$ cat config.mk
export PLATFORM = sky130hd
export DESIGN_NAME = div_restoring_32
export DESIGN_NICKNAME = d
export VERILOG_FILES = /design/src/rtl/div_restoring_32_pkg.sv /design/src/rtl/div_restoring_32_rc_add_sub.sv /design/src/rtl/div_restoring_32.sv
export SDC_FILE = /design/constraint.sdc
export NUM_CORES = 1
export LEC_CHECK = 0
export CAP_MARGIN = 40
export CORE_ASPECT_RATIO = 1.5
export CORE_UTILIZATION = 30
export CTS_CLUSTER_SIZE = 20
export DETAILED_ROUTE_END_ITERATION = 10
export GPL_ROUTABILITY_DRIVEN = 0
export PLACE_DENSITY_LB_ADDON = 0.15
export SLEW_MARGIN = 25
export SYNTH_ARGS = -nofsm -noshare
export SYNTH_HDL_FRONTEND = slang
export SYNTH_HIERARCHICAL = 1
export SYNTH_SLANG_ARGS = --single-unit
$ cat constraint.sdc
create_clock -name CLK -period 28.7 [get_ports CLK]
set_clock_uncertainty 0.05 [all_clocks]
set_input_delay 5.74 -clock CLK [delete_from_list [all_inputs] [get_ports CLK]]
set_output_delay 5.74 -clock CLK [all_outputs]
set_load 0.02 [all_outputs]
$ cat src/rtl/div_restoring_32_pkg.sv
// Shared widths, iteration count and FSM encoding for the restoring divider.
//   DATA_WIDTH / DATA_INDEX_LIMIT : operand width (32) and its top bit index (31)
//   DIV_ITER_COUNT                : quotient bits produced, one per ITER cycle
//   div_state_t                   : 2-bit FSM encoding (IDLE, ITER, FIX, DONE)
package div_restoring_32_pkg;

  localparam int unsigned DATA_WIDTH       = 32;
  localparam int unsigned DATA_INDEX_LIMIT = DATA_WIDTH - 1;
  localparam int unsigned DIV_ITER_COUNT   = 32;
  localparam int unsigned CNT_WIDTH        = 5;

  typedef enum logic [1:0] {
    DIV_ST_IDLE = 2'd0,
    DIV_ST_ITER = 2'd1,
    DIV_ST_FIX  = 2'd2,
    DIV_ST_DONE = 2'd3
  } div_state_t;

endpackage

$ cat src/rtl/div_restoring_32_rc_add_sub.sv
// 32-bit ripple-carry adder/subtractor (RC_ADD_SUB_32).
//   a, b  : operands
//   sna   : 0 = a + b, 1 = a - b (b inverted, carry-in 1)
//   sum_c : combinational result
//   co_c  : carry out; with sna=1 it is 1 when no borrow occurred (a >= b)
module div_restoring_32_rc_add_sub
  import div_restoring_32_pkg::*;
(
  input  logic [DATA_INDEX_LIMIT:0] a,
  input  logic [DATA_INDEX_LIMIT:0] b,
  input  logic                      sna,
  output logic [DATA_INDEX_LIMIT:0] sum_c,
  output logic                      co_c
);

  logic carry;
  logic bx;

  // One full adder per bit, carry rippling from bit 0 upward.
  always_comb begin
    carry = sna;
    bx    = 1'b0;
    sum_c = '0;
    for (int i = 0; i < int'(DATA_WIDTH); i++) begin
      bx       = b[i] ^ sna;
      sum_c[i] = a[i] ^ bx ^ carry;
      carry    = (a[i] & bx) | (a[i] & carry) | (bx & carry);
    end
    co_c = carry;
  end

endmodule

$ cat src/rtl/div_restoring_32.sv
// Sequential 32-bit restoring divider, one quotient bit per clock.
// Configuration macro: DIV_SIGNED_EN (two's-complement operands, adds FIX state).
//   CLK   : rising-edge clock
//   RST   : synchronous active-high reset
//   START : request, accepted in IDLE
//   A, B  : dividend / divisor, captured on the accepting edge
//   Q, R  : quotient / remainder, held until the next result
//   BUSY  : operation in progress
//   DONE  : one-cycle pulse when Q/R become valid
//   DBZ   : divide-by-zero flag, valid with DONE, cleared on next accepted START
module div_restoring_32
  import div_restoring_32_pkg::*;
(
  input  logic                      CLK,
  input  logic                      RST,
  input  logic                      START,
  input  logic [DATA_INDEX_LIMIT:0] A,
  input  logic [DATA_INDEX_LIMIT:0] B,
  output logic [DATA_INDEX_LIMIT:0] Q,
  output logic [DATA_INDEX_LIMIT:0] R,
  output logic                      BUSY,
  output logic                      DONE,
  output logic                      DBZ
);

  localparam logic [CNT_WIDTH-1:0] LAST_ITER = CNT_WIDTH'(DIV_ITER_COUNT - 1);

  div_state_t                state;
  logic [DATA_INDEX_LIMIT:0] rem_q;
  logic [DATA_INDEX_LIMIT:0] quo_q;
  logic [DATA_INDEX_LIMIT:0] div_q;
  logic [CNT_WIDTH-1:0]      cnt_q;

  logic [DATA_INDEX_LIMIT:0] shrem_c;
  logic                      take_c;
  logic [DATA_INDEX_LIMIT:0] add_a_c;
  logic [DATA_INDEX_LIMIT:0] add_b_c;
  logic [DATA_INDEX_LIMIT:0] add_s_c;
  logic                      add_co_c;

`ifdef DIV_SIGNED_EN
  logic                      sa_q;
  logic                      sb_q;
  logic [DATA_INDEX_LIMIT:0] neg_in_c;
  logic [DATA_INDEX_LIMIT:0] neg_s_c;
  logic                      neg_co_c;
  logic                      unused_neg_co;

  // Carry-out of a pure 0 - x negation carries no information.
  assign unused_neg_co = neg_co_c;
`endif

  // Trial subtraction; the bit shifted out of rem makes it a 33-bit compare.
  // In the signed build the otherwise idle trial adder also negates B / rem.
  always_comb begin
    shrem_c = {rem_q[DATA_INDEX_LIMIT-1:0], quo_q[DATA_INDEX_LIMIT]};
    take_c  = rem_q[DATA_INDEX_LIMIT] | add_co_c;
    add_a_c = shrem_c;
    add_b_c = div_q;
`ifdef DIV_SIGNED_EN
    neg_in_c = quo_q;
    if (state == DIV_ST_IDLE) begin
      add_a_c  = '0;
      add_b_c  = B;
      neg_in_c = A;
    end else if (state == DIV_ST_FIX) begin
      add_a_c = '0;
      add_b_c = rem_q;
    end
`endif
  end

  div_restoring_32_rc_add_sub u_trial (
    .a     (add_a_c),
    .b     (add_b_c),
    .sna   (1'b1),
    .sum_c (add_s_c),
    .co_c  (add_co_c)
  );

`ifdef DIV_SIGNED_EN
  div_restoring_32_rc_add_sub u_neg (
    .a     ('0),
    .b     (neg_in_c),
    .sna   (1'b1),
    .sum_c (neg_s_c),
    .co_c  (neg_co_c)
  );
`endif

  // Control FSM with datapath and registered outputs.
  always_ff @(posedge CLK) begin
    if (RST) begin
      state <= DIV_ST_IDLE;
      rem_q <= '0;
      quo_q <= '0;
      div_q <= '0;
      cnt_q <= '0;
      Q     <= '0;
      R     <= '0;
      BUSY  <= 1'b0;
      DONE  <= 1'b0;
      DBZ   <= 1'b0;
`ifdef DIV_SIGNED_EN
      sa_q  <= 1'b0;
      sb_q  <= 1'b0;
`endif
    end else begin
      case (state)
        DIV_ST_IDLE: begin
          DONE <= 1'b0;
          if (START) begin
            BUSY  <= 1'b1;
            DBZ   <= (B == '0);
            cnt_q <= '0;
            if (B == '0) begin
              // Divide-by-zero result is staged here and published in DONE.
              quo_q <= '1;
              rem_q <= A;
              state <= DIV_ST_DONE;
            end else begin
              rem_q <= '0;
`ifdef DIV_SIGNED_EN
              quo_q <= A[DATA_INDEX_LIMIT] ? neg_s_c : A;
              div_q <= B[DATA_INDEX_LIMIT] ? add_s_c : B;
              sa_q  <= A[DATA_INDEX_LIMIT];
              sb_q  <= B[DATA_INDEX_LIMIT];
`else
              quo_q <= A;
              div_q <= B;
`endif
              state <= DIV_ST_ITER;
            end
          end
        end

        DIV_ST_ITER: begin
          rem_q <= take_c ? add_s_c : shrem_c;
          quo_q <= {quo_q[DATA_INDEX_LIMIT-1:0], take_c};
          cnt_q <= cnt_q + CNT_WIDTH'(1);
          if (cnt_q == LAST_ITER) begin
`ifdef DIV_SIGNED_EN
            state <= DIV_ST_FIX;
`else
            state <= DIV_ST_DONE;
`endif
          end
        end

`ifdef DIV_SIGNED_EN
        DIV_ST_FIX: begin
          if (sa_q ^ sb_q) quo_q <= neg_s_c;
          if (sa_q)        rem_q <= add_s_c;
          state <= DIV_ST_DONE;
        end
`endif

        DIV_ST_DONE: begin
          Q     <= quo_q;
          R     <= rem_q;
          DONE  <= 1'b1;
          BUSY  <= 1'b0;
          state <= DIV_ST_IDLE;
        end

        default: state <= DIV_ST_IDLE;
      endcase
    end
  end

endmodule

==> results of run 1 <==
## sequential cells by signal (all words and copies together), names as in the netlist
name / count
R: 32
DBZ: 1
cnt_q: 5
Q: 32
quo_q: 32
DONE: 1
BUSY: 1
add_b_c: 32
rem_q: 32
state: 2
## per-layer routing
| metal | vias up | track usage, % |
|---|---|---|
| li1 | 3345 | - |
| met1 | 3006 | 21.5 |
| met2 | 108 | 24.9 |
| met3 | 21 | 2.91 |
| met4 | 0 | 6.90 |
| met5 | - | 0 |
## where the power goes
group | internal, uW | switching [uW] | leakage [uW]
Combinational | 178 | 208 | 0.00221
Sequential | 285 | 45.1 | 0.00139
Clock | 152 | 98.5 | 0.000309
## layout make-up
type / count / area (um^2)
inverters: 61 / 229
fillers: 2966 / 17800
repair buffers: 145 / 1430
well taps: 390 / 488
multi-input cells: 633 / 4780
clock inverters: 11 / 168
flip-flops and latches: 170 / 3400
clock buffers: 21 / 470
## synthesized netlist by cell type (all sizes together), types with 5 or more instances
library cell,count
nand2b,65
nor4,8
buf,46
fa,31
nor2b,33
a211o,30
clkbuf,31
mux2,34
xnor2,28
nand2,6
a211oi,32
nor2,109
dfxtp,170
xor2,6
a21oi,69
nand3,31
o21ai,31
inv,61
mux2i,98
ha,5
## critical path, delay by kind of cell (launching register included)
family,cells,cell delay [ns]
compound gates,2,0.24
fa+ha+maj,31,12.49
buf+inv,3,0.39
flops,1,0.45
mux,2,0.54
simple gates,1,0.03
## cell families (layout without fill, tap and decap cells)
group / Yosys count / after routing / synth area share [%]
simple gates: 262 / 262 / 15.0
flops: 170 / 170 / 38.5
compound gates: 168 / 168 / 12.1
buf+inv: 138 / 238 / 7.88
mux: 132 / 132 / 15.4
fa+ha+maj: 36 / 36 / 7.72
xor+xnor: 34 / 34 / 3.37
other cells: 1 / 1 / 0.0424
## stage by stage
stage                     setup WS, ns  total power [uW]  cells
after floorplan                  14.93               629    941
after global placement           14.18               725   1398
after detailed placement         14.09               725   1398
after CTS                        14.10               983   1430
after global routing             13.71              1040   1431
final                            14.31               967   1431
## path summary, 6_finish.rpt
path	slack [ns]	start	depth (start not counted)	endpoint
setup / recovery	14.31	quo_q[31]	39	rem_q[8]
hold / removal	0.44	R[23]	2	R[23]
setup reg to reg	14.31	quo_q[31]	39	rem_q[8]
hold reg to reg	0.44	R[23]	2	R[23]
==> summary.md, run 1 <==
| Metric | Value |
|---|---|
| Number of hold buffers added after cts | 0 |
| Setup TNS | 0 ns |
| Resized cells post-CTS | 0 |
| Worst-Skew Late Latency | 0.44 ns |
| CTS tree | done |
| Run status | complete, no violations |
| Post-synthesis cell type with the largest combined area | dfxtp_1 |
| Startpoint type of the worst setup path | register |
| Port Buf Inserts | 133 |
| Crit path max fanout | 33 |
| Critical Path RT | 28.94 ns |
| Antenna violations before repair | 0 |
| Vias in the first global route | 6,604 |
| Tmin final | 14.39 ns |
| Yosys warnings | 6 |
| Fmax | 69.5 MHz |
| Max-cap violation count | 0 |
| Total CTS buffers | 17 |
| Slew Viols, Final | 0 |
| Synth unique cells | 39 |
| Cells after Synth | 941 |
| Area share of the largest cell type after synthesis | 38.5% |
| CP Capture Type | register |
| Number of enable flip-flop cells after synthesis | 0 |
| PD cells | 88.2 nW/um^2 |
| Post-Syn Nets | 1,044 |
| Area contributors post-synth | dfxtp_1 (38%), mux2i_1 (11%), fa_1 (7.0%) |
| Top Ports | 134 |
| Routed len/inst | 16.0 um |
| Drt drc | 0 |
| Clock slew at reported path FFs | 0.07 ns |
| Worst slew pin tran | 0.798 ns |
| First-pass GRT wire length | 36,900 um |
| Mapped Area | 8840 um^2 |
| Synth async-reset ratio | 0% |
| Final setup violation count | 0 |
| Most frequent CP cell | fa_1 |
| Wire length on met2 | 10,600 um |
| Fin area | 11,000 um^2 |
| RSZ-0062 raised after global routing | false |
| Core area | 28,800 um^2 |
| Critical path class | reg -> reg |
| Metal3 WL | 868 um |
| GRT Util Overall | 16.0% |
| Final hold vios | 0 |
| Postcts setup bufs | 0 |
| Final worst-path cycle share | 50.1% |
| DRT met1 WL | 11,000 um |
| Vias per cell | 4.53 |
| Die area | 30,200 um^2 |
| Via count | 6,480 |
| Peak supply drop | 0.0427 mV |
| Grt ovf | 0 |
| WP data arrival | 14.62 ns |
| Routed WL | 22,900 um |
| Sequential fraction of the synthesis area | 38.5% |
| Post-DP HPWL | 15,700 um |
| Htree depth | 4 |
| Post-layout util | 38.1% |
| Min Hold Slack | 0.439 ns |
| CTS sink cnt | 170 |
| Most frequent cells in the layout | dfxtp_1 (170), clkdlybuf4s50_1 (132), nor2_1 (108), mux2i_1 (97), a21oi_1 (68) |
| Synth Register Bits | 170 |
| Mean area per synthesized cell | 9.40 um^2 |
| Largest net degree at the start of global routing | 81 |
| Die width | 142 um |
| Layout cells sized above 1 | 8.07% |
| Inserted Diodes | 0 |
| Initial DRC count | 256 |
| Maximum clock path buffer count | 2 |
| # rows | 76 |
| Final ANT Viol Nets | 0 |
| Ys flop type | dfxtp_1 |
| Commonest non-fill, non-tap cell in the layout | dfxtp_1 |
| Clock Tree Root | clkbuf_16 |
| Area after DPL | 10,300 um^2 |
| Synthesis-to-finish area growth | 24.0% |
| Critical path's largest stage delay | 0.45 ns |
| Hold Path Class | reg -> reg |
| Leakage | 0.00391 uW |
| Top Metal Used | met4 |
| Worst rel slew slack | 46.8% |
| Initial Utilization | 30.7% |
| CP max stage cell | dfxtp_1 |
| First drt pass iteration count | 4 |
| Layout Nets | 1,131 |
| Die H | 212 um |
(Power assumes the default switching activity.)
==> inputs of run 2 (changes only) <==
- clock period: 28.7 -> 14.3 ns (I/O delays scaled with it)
==> run 2 against run 1 <==
Net effect: non-clock buffer count up 5; total power up 99%; flip-flop and latch count unchanged; critical endpoint is now rem_q[23]; largest power group unchanged.
==> summary.md, run 2 (synthesis gave the netlist of run 1 again) <==
| Metric | Value |
|---|---|
| Run status | complete, no violations (unchanged) |
| Routed len/inst | 15.9 um (was 16.0 um) |
| Final hold vios | 0 (unchanged) |
| Maximum clock path buffer count | 2 (unchanged) |
| Critical Path RT | 14.55 ns (was 28.94 ns) |
| Post-DP HPWL | 16,000 um (was 15,700 um) |
| Layout Cells excl Fill | 1,436 (was 1,431) |
| Top Ports | 134 (unchanged) |
| Tmin final | 13.63 ns (was 14.39 ns) |
| First drt pass iteration count | 4 (unchanged) |
| RSZ-0062 raised after global routing | false (unchanged) |
| Post-layout util | 38.2% (was 38.1%) |
| Fin area | 11,000 um^2 (about the same) |
| Final worst-path cycle share | 95.3% (was 50.1%) |
| CP Capture Type | register (unchanged) |
| Core area | 28,800 um^2 (unchanged) |
| Crit path buf inv count | 3 (unchanged) |
| Peak supply drop | 0.0936 mV (was 0.0427 mV) |
| Critical path class | reg -> reg (unchanged) |
| Vias per cell | 4.52 (was 4.53) |
| # rows | 76 (unchanged) |
| Hold Path Class | reg -> reg (unchanged) |
| Area after DPL | 10,400 um^2 (was 10,300 um^2) |
| CP max stage cell | fa_1 (was dfxtp_1) |
| Final setup violation count | 0 (unchanged) |
| Worst rel slew slack | 50.7% (was 46.8%) |
| Clock Tree Root | clkbuf_16 (unchanged) |
| Antenna violations before repair | 0 (unchanged) |
| Fmax | 73.4 MHz (was 69.5 MHz) |
| GRT Util Overall | 16.1% (was 16.0%) |
| Largest net degree at the start of global routing | 66 (was 81) |
| Layout Nets | 1,136 (was 1,131) |
| Synthesis-to-finish area growth | 24.6% (was 24.0%) |
| Leakage | 0.00391 uW (about the same) |
| Die width | 142 um (unchanged) |
| Port Buf Inserts | 133 (unchanged) |
| Critical path's largest stage delay | 0.44 ns (was 0.45 ns) |
| Setup TNS | 0 ns (unchanged) |
| Vias in the first global route | 6,742 (was 6,604) |
| Min Hold Slack | 0.437 ns (was 0.439 ns) |
| Initial DRC count | 280 (was 256) |
| Total CTS buffers | 17 (unchanged) |
| Die H | 212 um (unchanged) |
| Crit path max fanout | 8 (was 33) |
| PD cells | 175 nW/um^2 (was 88.2 nW/um^2) |
| Worst slew pin tran | 0.740 ns (was 0.798 ns) |
| Layout cells sized above 1 | 9.66% (was 8.07%) |
| Commonest non-fill, non-tap cell in the layout | dfxtp_1 (unchanged) |
| Die area | 30,200 um^2 (unchanged) |
| CTS sink cnt | 170 (unchanged) |
| Final ANT Viol Nets | 0 (unchanged) |
| Postcts setup bufs | 0 (unchanged) |
| WP data arrival | 13.88 ns (was 14.62 ns) |
| Startpoint type of the worst setup path | register (unchanged) |
| Most frequent CP cell | fa_1 (unchanged) |
| Initial Utilization | 30.7% (unchanged) |
| CTS tree | done (unchanged) |
| Grt ovf | 0 (unchanged) |
| Drt drc | 0 (unchanged) |
| Clock slew at reported path FFs | 0.07 ns (about the same) |
| Crit-path leading delay family | adder cells (unchanged) |
| Htree depth | 4 (unchanged) |
| Max-cap violation count | 0 (unchanged) |
| Routed WL | 22,800 um (was 22,900 um) |
| Inst Count DP | 1,404 (was 1,398) |
| First-pass GRT wire length | 37,300 um (was 36,900 um) |
| Slew Viols, Final | 0 (unchanged) |
| Via count | 6,496 (was 6,480) |
| Worst-Skew Late Latency | 0.44 ns (about the same) |
| Most frequent cells in the layout | dfxtp_1 (170), clkdlybuf4s50_1 (132), nor2_1 (108), mux2i_1 (97), a21oi_1 (68) (unchanged) |
| Inserted Diodes | 0 (unchanged) |
## run 2: cell types whose count changed in the layout (fill, tap and decap cells not counted), sizes merged
| cell | before | now |
|---|---|---|
| buf | 13 | 18 |
| clkinvlp | 2 | 5 |
| clkbuf | 21 | 19 |
| bufinv | 4 | 2 |
| clkinv | 5 | 6 |
## run 2: path summary, 6_finish.rpt
kind                                  start          end  slack, ns  depth (start not counted)
worst max-delay path             add_b_c[1]    rem_q[23]       0.67                         39
worst min-delay path            add_b_c[17]  add_b_c[17]       0.44                          2
worst max register to register   add_b_c[1]    rem_q[23]       0.67                         39
worst min register to register  add_b_c[17]  add_b_c[17]       0.44                          2
## run 2: through the flow
stage,power (uW),worst slack [ns]
6_report,1920,0.667
5_1_grt,2090,0.0449
4_1_cts,1950,0.0161
2_1_floorplan,1260,0.530
3_5_place_dp,1470,-0.0298
3_3_place_gp,1470,0.0389
## run 2: what timing repair did
item,4_1_cts,5_1_grt
setup endpoints to repair,4,33
hold buffers,0,0
pin swaps,0,2
resized for setup,1,11
## run 2: worst reg2reg max path: cells and delay by family, from the launching register on
| family | cells | cell delay, ns |
|---|---|---|
| AOI/OAI and AO/OA | 2 | 0.27 |
| and+or+nand+nor | 1 | 0.06 |
| buffers and inverters | 3 | 0.31 |
| muxes | 1 | 0.27 |
| xor gates and xnor gates | 1 | 0.19 |
| DFF | 1 | 0.34 |
| adders and majority gates | 31 | 11.99 |
## run 2: area by class of cell
type,count,area [um^2]
Clock buffer,19,443
Sequential cell,170,3400
Tap cell,390,488
Fill cell,2946,17800
Multi-Input combinational cell,633,4820
Timing Repair Buffer,150,1510
Inverter,61,229
Clock inverter,13,128
## run 2: layer usage
metal  share of wire (%)  up-vias  track usage (%)
met2                  46      103             25.1
li1                    -     3347                -
met4                 1.7        0             6.01
met3                 3.6       16             3.06
met1                  49     3030             21.9
met5                   0        -                0
## run 2: where the power goes
part           switching [uW]  internal, uW
logic                     427           377
registers                89.9           572
clock network             198           259
==> inputs of run 3 (changes only) <==
- GPL_TIMING_DRIVEN: default -> 0
- SYNTH_HIERARCHICAL: 1 -> default
==> run 3 against run 2 <==
Net effect: the flow now finishes with violations (design-rule violations); via count up 3.4%; critical path depth shrank 1; flip-flop and latch count did not move; largest power group unchanged; worst hold slack hardly changed.
==> summary.md, run 3 <==
| Metric | Value |
|---|---|
| Hold Path Class | reg -> reg (unchanged) |
| Maximum clock path buffer count | 2 (unchanged) |
| Failing checks | design-rule violations |
| Antenna violations before repair | 1 (was 0) |
| Met2 global-route usage | 31.6% (was 25.1%) |
| Crit path max fanout | 10 (was 8) |
| First drt pass iteration count | 11 (was 4) |
| Commonest cells post-synth | dfxtp_1 (170), nor2_1 (106), mux2i_1 (102), inv_1 (62), nand2b_1 (62) (was dfxtp_1 (170), nor2_1 (108), mux2i_1 (98), a21oi_1 (68), nand2b_1 (65)) |
| Fmax | 72.3 MHz (was 73.4 MHz) |
| Area share of the largest cell type after synthesis | 40.4% (was 38.5%) |
| Final hold vios | 0 (unchanged) |
| Total chip power | 2070 uW (was 1920 uW) |
| Post-Syn Nets | 991 (was 1,044) |
| Drt drc | 4 (was 0) |
| Synth unique cells | 43 (was 39) |
| Die H | 207 um (was 212 um) |
| Post-synthesis cell type with the largest combined area | dfxtp_1 (unchanged) |
| Fillers | 2,788 (was 2,946) |
| Worst slew pin tran | 0.682 ns (was 0.740 ns) |
| Min Hold Slack | 0.437 ns (about the same) |
| Most frequent cells in the layout | dfxtp_1 (169), clkdlybuf4s50_1 (132), nor2_1 (106), mux2i_1 (102) (was dfxtp_1 (170), clkdlybuf4s50_1 (132), nor2_1 (108), mux2i_1 (97), a21oi_1 (68)) |
| Mean area per synthesized cell | 9.51 um^2 (was 9.40 um^2) |
| Routed len/inst | 18.3 um (was 15.9 um) |
| Met3 Use GR | 3.02% (was 3.06%) |
| Largest net degree at the start of global routing | 17 (was 66) |
| GRT met1 Usage | 22.5% (was 21.9%) |
| GRT Util Overall | 18.3% (was 16.1%) |
| Cells after Synth | 887 (was 941) |
| CP Capture Type | register (unchanged) |
| Worst rel slew slack | 54.5% (was 50.7%) |
| Synthesis-to-finish area growth | 27.8% (was 24.6%) |
| Busiest grt layer | met2 (unchanged) |
| Crit path buf inv count | 3 (unchanged) |
| Final worst-path cycle share | 96.8% (was 95.3%) |
| Peak supply drop | 0.0827 mV (was 0.0936 mV) |
| Critical path class | reg -> reg (unchanged) |
| # rows | 74 (was 76) |
| Critical path's largest stage delay | 0.41 ns (was 0.44 ns) |
| Slew Viols, Final | 0 (unchanged) |
| Post-DP HPWL | 19,800 um (was 16,000 um) |
| Top Ports | 134 (unchanged) |
| Htree depth | 4 (unchanged) |
| Seq. cell area | 3400 um^2 (about the same) |
| Synth Register Bits | 170 (unchanged) |
| Critical Path RT | 14.60 ns (was 14.55 ns) |
| Layout Nets | 1,141 (was 1,136) |
| Sequential fraction of the synthesis area | 40.4% (was 38.5%) |
| Routed WL | 25,400 um (was 22,800 um) |
| Area contributors post-synth | dfxtp_1 (40%), mux2i_1 (12%), fa_1 (7.4%) (was dfxtp_1 (38%), mux2i_1 (11%), fa_1 (7.0%)) |
| Yosys warnings | 0 (was 6) |
| Initial DRC count | 397 (was 280) |
| Run status | finished with violations (was complete, no violations) |
| Final setup violation count | 0 (unchanged) |
| Die width | 139 um (was 142 um) |
| Most common cell in the netlist | dfxtp_1 (unchanged) |
| Worst-Skew Late Latency | 0.44 ns (about the same) |
| Setup TNS | 0 ns (unchanged) |
| Vias per cell | 4.84 (was 4.52) |
| Vias in the first global route | 7,039 (was 6,742) |
| Clock slew at reported path FFs | 0.06 ns (was 0.07 ns) |
| Core area | 27,400 um^2 (was 28,800 um^2) |
| Grt ovf | 0 (unchanged) |
| Max-cap violation count | 0 (unchanged) |
| WP data arrival | 14.14 ns (was 13.88 ns) |
| Ys flop type | dfxtp_1 (unchanged) |
| Mapped Area | 8430 um^2 (was 8840 um^2) |
| Commonest non-fill, non-tap cell in the layout | dfxtp_1 (unchanged) |
| Inst Count DP | 1,361 (was 1,404) |
| CP max stage cell | fa_1 (unchanged) |
| Final ANT Viol Nets | 0 (unchanged) |
| Layout Cells excl Fill | 1,389 (was 1,436) |
| Most frequent CP cell | fa_1 (unchanged) |
| Layout cells sized above 1 | 7.55% (was 9.66%) |
| First-pass GRT wire length | 40,200 um (was 37,300 um) |
| Multi-input gate area | 4360 um^2 (was 4820 um^2) |
| Clock Tree Root | clkbuf_16 (unchanged) |
| CTS tree | done (unchanged) |
| Startpoint type of the worst setup path | register (unchanged) |
| RSZ-0062 raised after global routing | false (unchanged) |
| Total CTS buffers | 17 (unchanged) |
| Tmin final | 13.84 ns (was 13.63 ns) |
| Number of enable flip-flop cells after synthesis | 0 (unchanged) |
| PD cells | 192 nW/um^2 (was 175 nW/um^2) |
| CTS sink cnt | 170 (unchanged) |
| Port Buf Inserts | 132 (was 133) |
| Synth async-reset ratio | 0% (unchanged) |
| Leakage | 0.00384 uW (was 0.00391 uW) |
| Via count | 6,718 (was 6,496) |
| Crit-path leading delay family | adder cells (unchanged) |
| Initial Utilization | 30.8% (was 30.7%) |
| Die area | 28,800 um^2 (was 30,200 um^2) |
[run 3: per-stage QoR]
step | area (um^2) | setup WS (ns) | util [%]
global route | 10800 | 0.0136 | 39.3
global placement | 10200 | 0.0982 | 37.2
finish | 10800 | 0.460 | 39.3
floorplan | 8430 | 1.16 | -
CTS | 10800 | 0.0761 | 39.3
detailed placement | 10200 | 0.0602 | 37.2
[run 3: worst paths after layout]
check / startpoint / endpoint / slack [ns] / cells past startpoint
min reg2reg: cnt_q[3] / cnt_q[3] / 0.44 / 2
min: cnt_q[3] / cnt_q[3] / 0.44 / 2
max: quo_q[31] / rem_q[29] / 0.46 / 38
max reg2reg: quo_q[31] / rem_q[29] / 0.46 / 38
[run 3: worst register-to-register path, delay by kind of cell, from the launching register on]
family / cells / cell delay [ns]
compound gates: 2 / 0.45
buf+inv: 3 / 0.36
simple gates: 1 / 0.18
fa+ha+maj: 32 / 12.33
flops: 1 / 0.39
[run 3: what timing repair did]
item | in CTS | in global routing
pin swaps | 0 | 1
endpoints found under the setup margin | 1 | 33
hold buffers | 0 | 0
buffers inserted | 0 | 0
gates cloned | 0 | 0
resized for setup | 1 | 13
[run 3: logic make-up (layout without fill, tap and decap cells)]
family                     Yosys count  in the layout  share of synthesized area, %
buffers and inverters              139            298                          8.06
and+or+nand+nor                    294            294                          18.9
DFF                                170            170                          40.4
other                                0              1                             0
AOI/OAI and AO/OA                  143            143                          12.0
adders and majority gates           37             37                          8.25
muxes                              104            104                          12.4
[run 3: report_power, final]
| group | leakage, uW | total (uW) | internal (uW) | switching [uW] |
|---|---|---|---|---|
| combinational | 0.00217 | 916 | 393 | 523 |
| sequential | 0.00139 | 685 | 579 | 106 |
| clock | 0.000282 | 468 | 278 | 189 |
| total | 0.00384 | 2070 | 1250 | 818 |
[run 3: cell type report]
cell class,instances,area share (%)
well taps,342,3.97
inverters,62,2.16
diodes,1,0.0232
clock inverters,9,1.16
flip-flops and latches,170,31.6
multi-input cells,578,40.5
plain buffers,76,4.19
repair buffers,132,12.3
clock buffers,19,4.20
[run 3: layer usage]
| metal | up-vias | share of wire [%] | wire (um) |
|---|---|---|---|
| li1 | 3355 | - | - |
| met1 | 3191 | 44 | 11200 |
| met2 | 142 | 50 | 12800 |
| met3 | 30 | 3.2 | 823 |
| met4 | 0 | 2.3 | 588 |
| met5 | - | 0 | 0 |
